--- config.mk ---
export PLATFORM = sky130hd
export DESIGN_NAME = sopc_mem_arbiter_flat
export DESIGN_NICKNAME = d
export VERILOG_FILES = /design/src/rtl/sopc_mem_arbiter_pkg.sv /design/src/rtl/sopc_mem_arbiter_if.sv /design/src/rtl/sopc_mem_arbiter_rr.sv /design/src/rtl/sopc_mem_arbiter.sv /design/src/flat_wrapper.sv
export SDC_FILE = /design/constraint.sdc
export NUM_CORES = 1
export LEC_CHECK = 0
export BUFFER_PORTS_ARGS = -buffer_cell sky130_fd_sc_hd__buf_2
export CELL_PAD_IN_SITES_DETAIL_PLACEMENT = 1
export CELL_PAD_IN_SITES_GLOBAL_PLACEMENT = 1
export CORE_MARGIN = 3
export CORE_UTILIZATION = 28
export CTS_CLUSTER_SIZE = 40
export DETAILED_ROUTE_END_ITERATION = 10
export PLACE_DENSITY_LB_ADDON = 0.1
export SLEW_MARGIN = 20
export SYNTH_ARGS = -nofsm -noshare
export SYNTH_HDL_FRONTEND = slang
export SYNTH_SLANG_ARGS = --single-unit
--- constraint.sdc ---
create_clock -name clk -period 1.82 [get_ports clk]
set_input_delay 0.091 -clock clk [delete_from_list [all_inputs] [get_ports clk]]
set_output_delay 0.091 -clock clk [all_outputs]
set_load 0.02 [all_outputs]
--- src/rtl/sopc_mem_arbiter_pkg.sv ---
// Shared types and constants for the SOPC memory arbiter and its reusable
// request arbiter.
package sopc_mem_arbiter_pkg;

    typedef enum logic [2:0] {
        ARB_IDLE   = 3'd0,
        ARB_WAIT   = 3'd1,
        ARB_ACCESS = 3'd2,
        ARB_LAT    = 3'd3,
        ARB_DONE   = 3'd4
    } arb_state_e;

    localparam logic ARB_FIXED = 1'b0;
    localparam logic ARB_RR    = 1'b1;

    function automatic int sel_width(input int dw);
        return dw / 8;
    endfunction

endpackage

--- src/rtl/sopc_mem_arbiter_if.sv ---
// Bus bundle between N requesting masters, the arbiter and one memory macro.
// The arbiter uses the slave modport; masters plus memory sit on the master side.
interface sopc_mem_arbiter_if
    import sopc_mem_arbiter_pkg::*;
#(
    parameter int NUM_M = 2,
    parameter int AW    = 32,
    parameter int DW    = 32
);
    localparam int SW = sel_width(DW);

    logic [NUM_M-1:0]    m_req;
    logic [NUM_M-1:0]    m_we;
    logic [NUM_M*AW-1:0] m_addr;
    logic [NUM_M*SW-1:0] m_sel;
    logic [NUM_M*DW-1:0] m_wdata;
    logic [NUM_M-1:0]    m_gnt;
    logic [NUM_M-1:0]    m_rvalid;
    logic [DW-1:0]       m_rdata;

    logic                s_ce;
    logic                s_we;
    logic [AW-1:0]       s_addr;
    logic [SW-1:0]       s_sel;
    logic [DW-1:0]       s_wdata;
    logic [DW-1:0]       s_rdata;

    modport slave (
        input  m_req, m_we, m_addr, m_sel, m_wdata, s_rdata,
        output m_gnt, m_rvalid, m_rdata, s_ce, s_we, s_addr, s_sel, s_wdata
    );

    modport master (
        output m_req, m_we, m_addr, m_sel, m_wdata, s_rdata,
        input  m_gnt, m_rvalid, m_rdata, s_ce, s_we, s_addr, s_sel, s_wdata
    );

endinterface

--- src/rtl/sopc_mem_arbiter_rr.sv ---
// Combinational request arbiter: fixed priority (lowest index) or round-robin
// starting at ptr. Returns a one-hot grant and the binary winner index.
module mem_rr_arbiter
    import sopc_mem_arbiter_pkg::*;
#(
    parameter int N  = 2,
    parameter int IW = (N > 1) ? $clog2(N) : 1
) (
    input  logic [N-1:0]  req,
    input  logic [IW-1:0] ptr,
    input  logic          mode,
    output logic [N-1:0]  gnt,
    output logic [IW-1:0] idx
);

    // Scan from the farthest candidate down so the nearest one is assigned last.
    always_comb begin
        idx = '0;
        gnt = '0;
        for (int k = N - 1; k >= 0; k--) begin
            if (mode == ARB_RR) begin
                if (req[(int'(ptr) + k) % N]) idx = IW'((int'(ptr) + k) % N);
            end else if (req[k]) begin
                idx = IW'(k);
            end
        end
        if (|req) gnt[idx] = 1'b1;
    end

endmodule

--- src/rtl/sopc_mem_arbiter.sv ---
// N-master to single-port memory arbiter: one outstanding transaction,
// optional wait states before the access and optional registered read latency.
module sopc_mem_arbiter
    import sopc_mem_arbiter_pkg::*;
#(
    parameter int NUM_M    = 2,
    parameter int AW       = 32,
    parameter int DW       = 32,
    parameter int ARB_MODE = 0,
    parameter int WAIT_CYC = 0,
    parameter int RD_LAT   = 0
) (
    input logic               clk,
    input logic               rst_n,
    sopc_mem_arbiter_if.slave bus
);

    localparam int   SW   = sel_width(DW);
    localparam int   IW   = (NUM_M > 1) ? $clog2(NUM_M) : 1;
    localparam logic MODE = (ARB_MODE == 1) ? ARB_RR : ARB_FIXED;

    arb_state_e    state_q, state_d;
    logic [3:0]    cnt_q, cnt_d;
    logic [IW-1:0] ptr_q, ptr_d;
    logic [IW-1:0] owner_q, owner_d;
    logic          we_q, we_d;
    logic [AW-1:0] addr_q, addr_d;
    logic [SW-1:0] sel_q, sel_d;
    logic [DW-1:0] wdata_q, wdata_d;
    logic [DW-1:0] rdata_q, rdata_d;

    logic [NUM_M-1:0] arb_gnt;
    logic [IW-1:0]    arb_idx;

    mem_rr_arbiter #(.N(NUM_M), .IW(IW)) u_arb (
        .req  (bus.m_req),
        .ptr  (ptr_q),
        .mode (MODE),
        .gnt  (arb_gnt),
        .idx  (arb_idx)
    );

    always_ff @(posedge clk or negedge rst_n) begin
        if (!rst_n) begin
            state_q <= ARB_IDLE;
            cnt_q   <= '0;
            ptr_q   <= '0;
            owner_q <= '0;
            we_q    <= 1'b0;
            addr_q  <= '0;
            sel_q   <= '0;
            wdata_q <= '0;
            rdata_q <= '0;
        end else begin
            state_q <= state_d;
            cnt_q   <= cnt_d;
            ptr_q   <= ptr_d;
            owner_q <= owner_d;
            we_q    <= we_d;
            addr_q  <= addr_d;
            sel_q   <= sel_d;
            wdata_q <= wdata_d;
            rdata_q <= rdata_d;
        end
    end

    always_comb begin
        state_d = state_q;
        cnt_d   = cnt_q;
        ptr_d   = ptr_q;
        owner_d = owner_q;
        we_d    = we_q;
        addr_d  = addr_q;
        sel_d   = sel_q;
        wdata_d = wdata_q;
        rdata_d = rdata_q;
        case (state_q)
            ARB_IDLE: begin
                if (|bus.m_req) begin
                    owner_d = arb_idx;
                    we_d    = bus.m_we[arb_idx];
                    addr_d  = bus.m_addr[int'(arb_idx)*AW +: AW];
                    sel_d   = bus.m_sel[int'(arb_idx)*SW +: SW];
                    wdata_d = bus.m_wdata[int'(arb_idx)*DW +: DW];
                    ptr_d   = (int'(arb_idx) == NUM_M - 1) ? '0 : arb_idx + IW'(1);
                    if (WAIT_CYC > 0) begin
                        state_d = ARB_WAIT;
                        cnt_d   = 4'(WAIT_CYC - 1);
                    end else begin
                        state_d = ARB_ACCESS;
                    end
                end
            end
            ARB_WAIT: begin
                if (cnt_q == 4'd0) state_d = ARB_ACCESS;
                else               cnt_d   = cnt_q - 4'd1;
            end
            ARB_ACCESS: begin
                if (RD_LAT == 0) begin
                    if (!we_q) rdata_d = bus.s_rdata;
                    state_d = ARB_DONE;
                end else begin
                    state_d = ARB_LAT;
                end
            end
            ARB_LAT: begin
                if (!we_q) rdata_d = bus.s_rdata;
                state_d = ARB_DONE;
            end
            ARB_DONE: state_d = ARB_IDLE;
            default:  state_d = ARB_IDLE;
        endcase
    end

    // Grant is gated by reset so every output reads 0 while rst_n is low.
    always_comb begin
        bus.m_gnt    = '0;
        bus.m_rvalid = '0;
        bus.s_ce     = 1'b0;
        bus.s_we     = 1'b0;
        bus.s_addr   = '0;
        bus.s_sel    = '0;
        bus.s_wdata  = '0;
        if (state_q == ARB_IDLE && rst_n) bus.m_gnt = arb_gnt;
        if (state_q == ARB_DONE) bus.m_rvalid[owner_q] = 1'b1;
        if (state_q == ARB_ACCESS) begin
            bus.s_ce    = 1'b1;
            bus.s_we    = we_q;
            bus.s_addr  = addr_q;
            bus.s_sel   = sel_q;
            bus.s_wdata = wdata_q;
        end
    end

    assign bus.m_rdata = rdata_q;

endmodule

--- src/flat_wrapper.sv ---
// flat-port wrapper written by rule: the top's interface ports become plain ports
module sopc_mem_arbiter_flat import sopc_mem_arbiter_pkg::*;
#(
    parameter int NUM_M    = 2,
    parameter int AW       = 32,
    parameter int DW       = 32,
    parameter int ARB_MODE = 0,
    parameter int WAIT_CYC = 0,
    parameter int RD_LAT   = 0
)
  (clk, rst_n, bus_m_req, bus_m_we, bus_m_addr, bus_m_sel, bus_m_wdata, bus_s_rdata, bus_m_gnt, bus_m_rvalid, bus_m_rdata, bus_s_ce, bus_s_we, bus_s_addr, bus_s_sel, bus_s_wdata);
  sopc_mem_arbiter_if #(.NUM_M(NUM_M), .AW(AW), .DW(DW)) bus_i ();
  input logic clk;
  input logic rst_n;
  input wire logic [$bits(bus_i.m_req)-1:0] bus_m_req;
  input wire logic [$bits(bus_i.m_we)-1:0] bus_m_we;
  input wire logic [$bits(bus_i.m_addr)-1:0] bus_m_addr;
  input wire logic [$bits(bus_i.m_sel)-1:0] bus_m_sel;
  input wire logic [$bits(bus_i.m_wdata)-1:0] bus_m_wdata;
  input wire logic [$bits(bus_i.s_rdata)-1:0] bus_s_rdata;
  output wire logic [$bits(bus_i.m_gnt)-1:0] bus_m_gnt;
  output wire logic [$bits(bus_i.m_rvalid)-1:0] bus_m_rvalid;
  output wire logic [$bits(bus_i.m_rdata)-1:0] bus_m_rdata;
  output wire logic [$bits(bus_i.s_ce)-1:0] bus_s_ce;
  output wire logic [$bits(bus_i.s_we)-1:0] bus_s_we;
  output wire logic [$bits(bus_i.s_addr)-1:0] bus_s_addr;
  output wire logic [$bits(bus_i.s_sel)-1:0] bus_s_sel;
  output wire logic [$bits(bus_i.s_wdata)-1:0] bus_s_wdata;
  assign bus_i.m_req = bus_m_req;
  assign bus_i.m_we = bus_m_we;
  assign bus_i.m_addr = bus_m_addr;
  assign bus_i.m_sel = bus_m_sel;
  assign bus_i.m_wdata = bus_m_wdata;
  assign bus_i.s_rdata = bus_s_rdata;
  assign bus_m_gnt = bus_i.m_gnt;
  assign bus_m_rvalid = bus_i.m_rvalid;
  assign bus_m_rdata = bus_i.m_rdata;
  assign bus_s_ce = bus_i.s_ce;
  assign bus_s_we = bus_i.s_we;
  assign bus_s_addr = bus_i.s_addr;
  assign bus_s_sel = bus_i.s_sel;
  assign bus_s_wdata = bus_i.s_wdata;
  sopc_mem_arbiter #(.NUM_M(NUM_M), .AW(AW), .DW(DW), .ARB_MODE(ARB_MODE), .WAIT_CYC(WAIT_CYC), .RD_LAT(RD_LAT)) u_core (.clk(clk), .rst_n(rst_n), .bus(bus_i));
endmodule
* Word-level counts from Yosys, hierarchy flattened
Cells that the tools add are included.
Storage, ports and cells: word-level logic and storage cells 54, memory bits (read-only) 0, output and inout bits 106, bits in latches 0, memories 0, flip-flop bits (word level) 109, input port bits 174, memory bits (writable) 0
Operators by class: order comparisons 4, multiplexer cells 19, shifts and indexed selects 3, div/mod/pow operators 0, bitwise operators 2, reduce and logical (&&, ||, !) cells 11, equality and inequality tests 6, add/subtract/negate cells 1, $mul 0
Operators by type and width (count):
- 64-bit by 7-bit variable part select with 32-bit output | 2
- 32-bit 2-to-1 mux | 2
- 3-bit one-hot mux with 3 select lines | 1
- 1-bit 2-to-1 mux | 8
- 2-bit AND reduction | 4
- 8-bit by 4-bit variable part select with 4-bit output | 1
- 3-bit by 2-bit equality test with 1-bit output (second input constant) | 2
- 2-bit 2-to-1 mux | 3
- 3-bit 2-to-1 mux | 2
- 4-bit zero test | 1
- 1-bit by 2-bit less-than comparator with 1-bit output (second input constant) | 2
- 4-bit 2-to-1 mux | 1
- 2-bit by 1-bit inequality test with 1-bit output (second input constant) | 2
- 2-bit OR reduction | 2
- 4-bit by 1-bit subtractor with 4-bit output (second input constant) | 1
- 3-bit by 1-bit equality test with 1-bit output (second input constant) | 1
- 3-bit equality test (second input constant) | 1
- 1-bit logical AND | 3
- 3-bit zero test | 1
- 1-bit demux with 1-bit select | 2
- 1-bit >= comparator (second input constant) | 2
- 1-bit inverter | 2

* Longest topological paths before layout
Gate-level depths: netlist of the first run.
depth in word-level cells 8, depth in mapped cells 6, mapped depth without buffers 3

* Modules after synthesis
Synthesis of the first run repeated with hierarchy kept, for this count alone.
Second synthesis, totals: cell total of the unflattened synthesis 390, area, all modules 5415.2 um^2
By module, submodules not included:
- sopc_mem_arbiter | seq. area each 2627.5 um^2, area each 5386.4 um^2, instances 1, cells an instance 385
- mem_rr_arbiter | seq. area each 0.0 um^2, area each 28.8 um^2, instances 1, cells an instance 5

* Worst setup path before layout of the first run
Ideal clock, no wire load.
path type reg-to-reg, start point register u_core.state_q[2], end point register u_core.addr_q[0], cell stages (with the launch flop) 6, path buffers 2, clock period less this slack 1489 ps, required time 1695 ps, setup time 125 ps, path slack 331 ps, data arrival time 1364 ps, cells stage by stage dfrtp_1 nor2_1 o21a_1 buf_4 buf_6 mux2_4
Between the ends: cells in the longest elaborated chain, start to end 2
Ends and longest elaborated chain:
- start: declaration | RTL line sopc_mem_arbiter.sv:22 | arb_state_e state_q, state_d;
- start signal: assignment | RTL line sopc_mem_arbiter.sv:55 | state_q <= state_d;
- 3-bit zero test | RTL line sopc_mem_arbiter.sv:77 | case (state_q)
- 2-bit AND reduction (no line)
- end signal: assignment | RTL line sopc_mem_arbiter.sv:60 | addr_q <= addr_d;
- end: declaration | RTL line sopc_mem_arbiter.sv:27 | logic [AW-1:0] addr_q, addr_d;
Every way passes these cells. A chain may end at the register's enable or synchronous reset.

* Final worst setup path of the first run
start point input bus_m_req[0], end point register u_core.addr_q[17]
Between the ends: cells in the longest elaborated chain, start to end 2, elaborated cells between the ends (all ways) 4, classes of those cells shift (1); mux (1); reduce/logical (2)
Ends and longest elaborated chain:
- start: declaration | RTL line flat_wrapper.sv:15 | input wire logic [$bits(bus_i.m_req)-1:0] bus_m_req;
- 1-bit 2-to-1 mux or 2-bit OR reduction (tied branches) | RTL line sopc_mem_arbiter_rr.sv:23, sopc_mem_arbiter.sv:79
- 64-bit by 7-bit variable part select with 32-bit output or 2-bit AND reduction (tied branches)
Parallel ways exist; a longest one is shown, timed or not.

==> results of run 1 <==
how the worst max path moves through the flow:
stage                              endpoint  slack (ns)  cells after the start
after floorplan            u_core.addr_q[0]        0.33                      5
after global placement    u_core.addr_q[25]        0.26                      4
after detailed placement  u_core.addr_q[27]        0.19                      4
after CTS                    bus_s_addr[14]        0.07                      4
after global routing          bus_s_addr[4]      0.0003                      4
final                     u_core.addr_q[17]        0.09                      6
through the flow:
step | setup slack [ns] | instances
detailed placement | 0.194 | 919
CTS | 0.0740 | 969
floorplan | 0.331 | 384
global route | 0.000323 | 969
global placement | 0.257 | 919
finish | 0.0917 | 969
where the power goes:
part	switching, mW	internal (mW)	leakage (nW)
clock	0.856	1.28	0.159
combinational	3.36	3.61	2.98
sequential	0.632	3.52	1.22
cell type report:
class / instances / area share
flip-flops and latches: 104 / 0.317
repair buffers: 327 / 0.234
clock inverters: 4 / 0.00931
well taps: 270 / 0.0412
clock buffers: 12 / 0.0313
multi-input cells: 252 / 0.367
cells by family after synthesis:
kind of cell    count (synthesis)  synth area share
flops                         104             0.439
buf+inv                        28            0.0561
simple gates                   79            0.0855
mux                           170             0.417
compound gates                  3           0.00295
layer usage:
metal	up-vias	GRT usage	wire length, um
li1	1941	-	-
met1	2015	0.158	6580
met2	158	0.240	8040
met3	11	0.0413	1370
met4	2	0.0377	177
met5	-	0	20
timing repair:
item                      CTS  global route
hold buffers               34             0
setup buffers               0             0
hold endpoints to repair   51             0
worst max-delay path, cell delays in order:
cell and delay, ns:
dlygate4sd3_1 0.53, buf_2 0.14, nand2b_4 0.28, buf_12 0.28, mux2_4 0.34, mux2_4 0.26
cell usage in the layout, fill, tap and decap left out, drive strengths merged:
cell type / instances
bufinv: 2
and3b: 1
nor2: 2
clkbuf: 12
mux2: 170
nand2: 1
a21oi: 2
and2: 69
nor3b: 1
nor2b: 3
and3: 1
nand2b: 1
clkinvlp: 1
o21a: 1
dlygate4sd3: 34
buf: 293
clkinv: 1
dfrtp: 104
sequential cells by signal, summed over array words and instances, names as in the netlist:
register,cells
u_core.wdata_q,32
u_core.we_q,1
u_core.state_q,2
u_core.bus.m_rdata,32
u_core.addr_q,32
u_core.sel_q,4
u_core.owner_q,1
==> results.yml, run 1 <==
timing:
  fmax_mhz: 579
  setup_viol_count_final: 0
  fin_worst_skew_ns: 0.00699
  totalNegativeSetupSlack_ns: 0
  whs_ns: 0.0945
  hold_viol: 0
  min_period_over_period: 0.950
  worst_pin_slew_ns: 0.345
  rsz0062_at_grt: "no"
  final_max_slew_viol_count: 0
  period_needed_ns: 1.73
  slew_headroom: 0.770
synthesis:
  syn-num-nets: 558
  synthTopCellsByCount: "mux2_4 (148), dfrtp_1 (104), and2_1 (69)"
  netlist_instances: 384
  synth-seq-cells: 104
  synth_edf_count: 0
  netlist_area_um2: 5930
  ys_warn_count: 0
  synth_flop_cell: "dfrtp_1"
  synth_area_leaders: "dfrtp_1 (44%), mux2_4 (37%), and2_1 (7.3%)"
  synthArstFlopShare: 1.00
  syn_area_per_cell_um2: 15.4
  synth_top_area_frac: 0.439
  synth-seq-area-share: 0.439
  yosysTopAreaCell: "dfrtp_1"
  ys_types: 19
  synth.most_common_cell: "mux2_4"
power:
  power_density_nw_per_um2: 1620
  power_mw: 13.3
  peakVddDrop_mv: 0.542
  leakage_nw: 4.36
clocking:
  cts_resized: 0
  cts.path.max_buffers: 2
  path_clk_slew_ns: 0.07
  cts_buffers: 9
  cts_tree: "built"
  htreeDepth: 3
  root_buffer: "clkbuf_16"
  clkSinkCount: 104
  clkLatencyLatePin_ns: 0.34
global_routing:
  antenna_found_initial: 1
  gr-total-overflow: 0
  track_usage: 0.135
  grt_pass1_wl_um: 24100
  grt_max_degree: 63
  first_global_vias: 4647
critical_path:
  reg2reg_depth: 4
  cp_max_fo: 31
  path_class: "input port to flip-flop"
  worst-endpoint-arrival_ns: 1.95
  r2r_start: "u_core.state_q[2]"
  r2r-end: "u_core.sel_q[1]"
  startpoint_type: "input port"
  end_kind: "flip-flop"
  crit_required_ns: 2.04
  r2r_slack_ns: 0.20
  cp-startpoint: "bus_m_req[0]"
min_path:
  hold_class: "input port to flip-flop"
  hold_start: "bus_m_req[1]"
  min_to: "u_core.owner_q"
  holdPathStages: 3
floorplanning:
  row_count: 52
  initial_core_util: 0.289
  fp.dieW_um: 152
  core-area_um2: 20500
  design.die.area_um2: 23000
  pin_count: 280
  fp.dieH_um: 152
drt:
  viasPerCell: 4.26
  drtPass1Iterations: 3
  wl_per_cell_um: 16.7
  drt_wl_total_um: 16200
  drc: 0
  antenna_left: 0
  vias: 4127
  first_iter_violations: 87
finish:
  diodes: 0
  utilization: 0.400
  stdcell_area_um2: 8200
  multi_input_area_um2: 3010
  num-fill-cells: 2263
  fin_nets: 868
  syn_to_final_growth_pct: 38.3
  seqCellArea_um2: 2600
  layout-drive-gt1-share: 0.691
run_status:
  status: "complete, no violations"
placement:
  detailed_place.area_um2: 7530
  place.gp.congestion: 0.712
  io_buffers: 279
  dpl.hpwl_um: 12000
job:
  drv_cap: 0
Note: power is estimated with default switching activity, not from simulation.
==> run 2: changes to the inputs <==
Settings changed: GPL_TIMING_DRIVEN set to 0, REMOVE_ABC_BUFFERS set to 1, SETUP_SLACK_MARGIN set to 0.4.
==> run 2 against run 1 <==
The run now ends with hold timing left; die area is the same; wire length increased by 17%; clock power barely moved; via count rose by 4.7%; core utilization is 5.4 points higher; worst hold slack worse by 0.41 ns; global-route usage is 1.6 points higher; critical path type is now flip-flop to flip-flop.
==> results.yml, run 2 (synthesis gave the netlist of run 1 again) <==
floorplanning:
  fp.dieW_um: 152
  pin_count: 280
  fp.dieH_um: 152
  row_count: 52
  initial_core_util: 0.289
  design.die.area_um2: 23000
  core-area_um2: 20500
timing:
  hold_viol: 48
  worst_pin_slew_ns: 0.643
  rsz0062_at_grt: "yes"
  totalNegativeSetupSlack_ns: 0
  period_needed_ns: 1.69
  whs_ns: -0.315
  final_max_slew_viol_count: 0
  fmax_mhz: 590
  setup_viol_count_final: 0
  fin_worst_skew_ns: 0.00609
  min_period_over_period: 0.931
  slew_headroom: 0.572
placement:
  dpl.hpwl_um: 11700
  io_buffers: 279
  detailed_place.area_um2: 7470
  place.gp.congestion: 0.669
drt:
  vias: 4322
  wl_per_cell_um: 18.9
  drc: 0
  viasPerCell: 4.33
  antenna_left: 0
  drt_wl_total_um: 18900
  drtPass1Iterations: 4
  first_iter_violations: 64
critical_path:
  r2r_start: "u_core.state_q[2]"
  startpoint_type: "flip-flop"
  end_kind: "flip-flop"
  r2r_slack_ns: 0.13
  worst-endpoint-arrival_ns: 1.92
  path_class: "flip-flop to flip-flop"
  cp-startpoint: "u_core.state_q[2]"
  crit_required_ns: 2.04
  cp_max_fo: 16
  reg2reg_depth: 6
  r2r-end: "u_core.bus.m_rdata[31]"
power:
  pwr-share-seq: 0.259
  power_density_nw_per_um2: 1750
  p_sw_mw: 5.74
  peakVddDrop_mv: 0.483
  pwr-share-clk: 0.132
  switching_share: 0.351
  p_int_mw: 10.6
  pwr-share-comb: 0.609
  leakage_nw: 4.77
finish:
  stdcell_area_um2: 9310
  diodes: 0
  mostFrequentLayoutCell: "buf_2"
  layout-drive-gt1-share: 0.763
  final_cell_mix: "buf_2 (209), mux2_4 (153), dfrtp_1 (102)"
  fin_nets: 898
  syn_to_final_growth_pct: 57.0
global_routing:
  grt_max_degree: 59
  grt_pass1_wl_um: 26700
  first_global_vias: 4793
  track_usage: 0.151
  gr-total-overflow: 0
  antenna_found_initial: 0
clocking:
  cts_hold_buffers: 33
  root_buffer: "clkbuf_16"
  path_clk_slew_ns: 0.08
  cts_tree: "built"
  cts_buffers: 9
  htreeDepth: 3
  clkSinkCount: 104
  cts.path.max_buffers: 2
  clkLatencyLatePin_ns: 0.34
run_status:
  failed_checks: "hold timing"
  status: "complete, but fails checks"
job:
  drv_cap: 0
min_path:
  hold_class: "input port to asynchronous set/reset pin"
## run 2: stage by stage
step | total power [mW] | util | instances | setup slack (ns)
after floorplan | 8.43 | - | 356 | -1.84
after global placement | 9.17 | 0.358 | 905 | -3.74
after detailed placement | 11.1 | 0.365 | 910 | -0.821
after CTS | 15.3 | 0.432 | 990 | 0.150
after global routing | 17.3 | 0.454 | 999 | 0.0793
final | 16.3 | 0.454 | 999 | 0.125
## run 2: worst max-delay path by stage
stage                                         to  slack (ns)
after global placement    u_core.bus.m_rdata[13]       -3.74
after detailed placement  u_core.bus.m_rdata[21]       -0.82
final                     u_core.bus.m_rdata[31]        0.13
after CTS                  u_core.bus.m_rdata[6]        0.15
after floorplan                 u_core.addr_q[0]       -1.84
after global routing              bus_s_addr[24]        0.08
## run 2: power groups by stage
stage	sequential [mW]	clock, mW	combinational (mW)
after detailed placement	4.15	0	6.98
after floorplan	4.44	0	4.00
final	4.23	2.15	9.95
after CTS	4.16	2.24	8.91
after global routing	4.39	2.34	10.5
after global placement	3.91	0	5.26
## run 2: area by class of cell
cell class	count	area, um^2
fill	2152	11200
timing repair buffer	355	2870
sequential	104	2610
tap	270	338
clock buffer	10	239
clock inverter	6	91.3
multi-input combinational	254	3170
## run 2: what timing repair did
action | 4_1_cts | 5_1_grt
pin swaps | 0 | 23
cloned | 9 | 8
hold endpoints to repair | 81 | 48
buffers inserted | 22 | 1
resized for setup | 104 | 83
endpoints found under the setup margin | 173 | 175
## run 2: worst max-delay path, cell delays in order (launching register included)
cell and delay [ns]:
dfrtp_2 0.45, nor2b_4 0.19, buf_6 0.13, buf_12 0.12
nor2b_4 0.16, buf_12 0.17, mux2_2 0.36
## run 2: routing by layer
metal  GRT usage  wire (um)
met3      0.0372       1460
met1       0.181       7660
met4      0.0364        146
met2       0.272       9660
met5           0          0
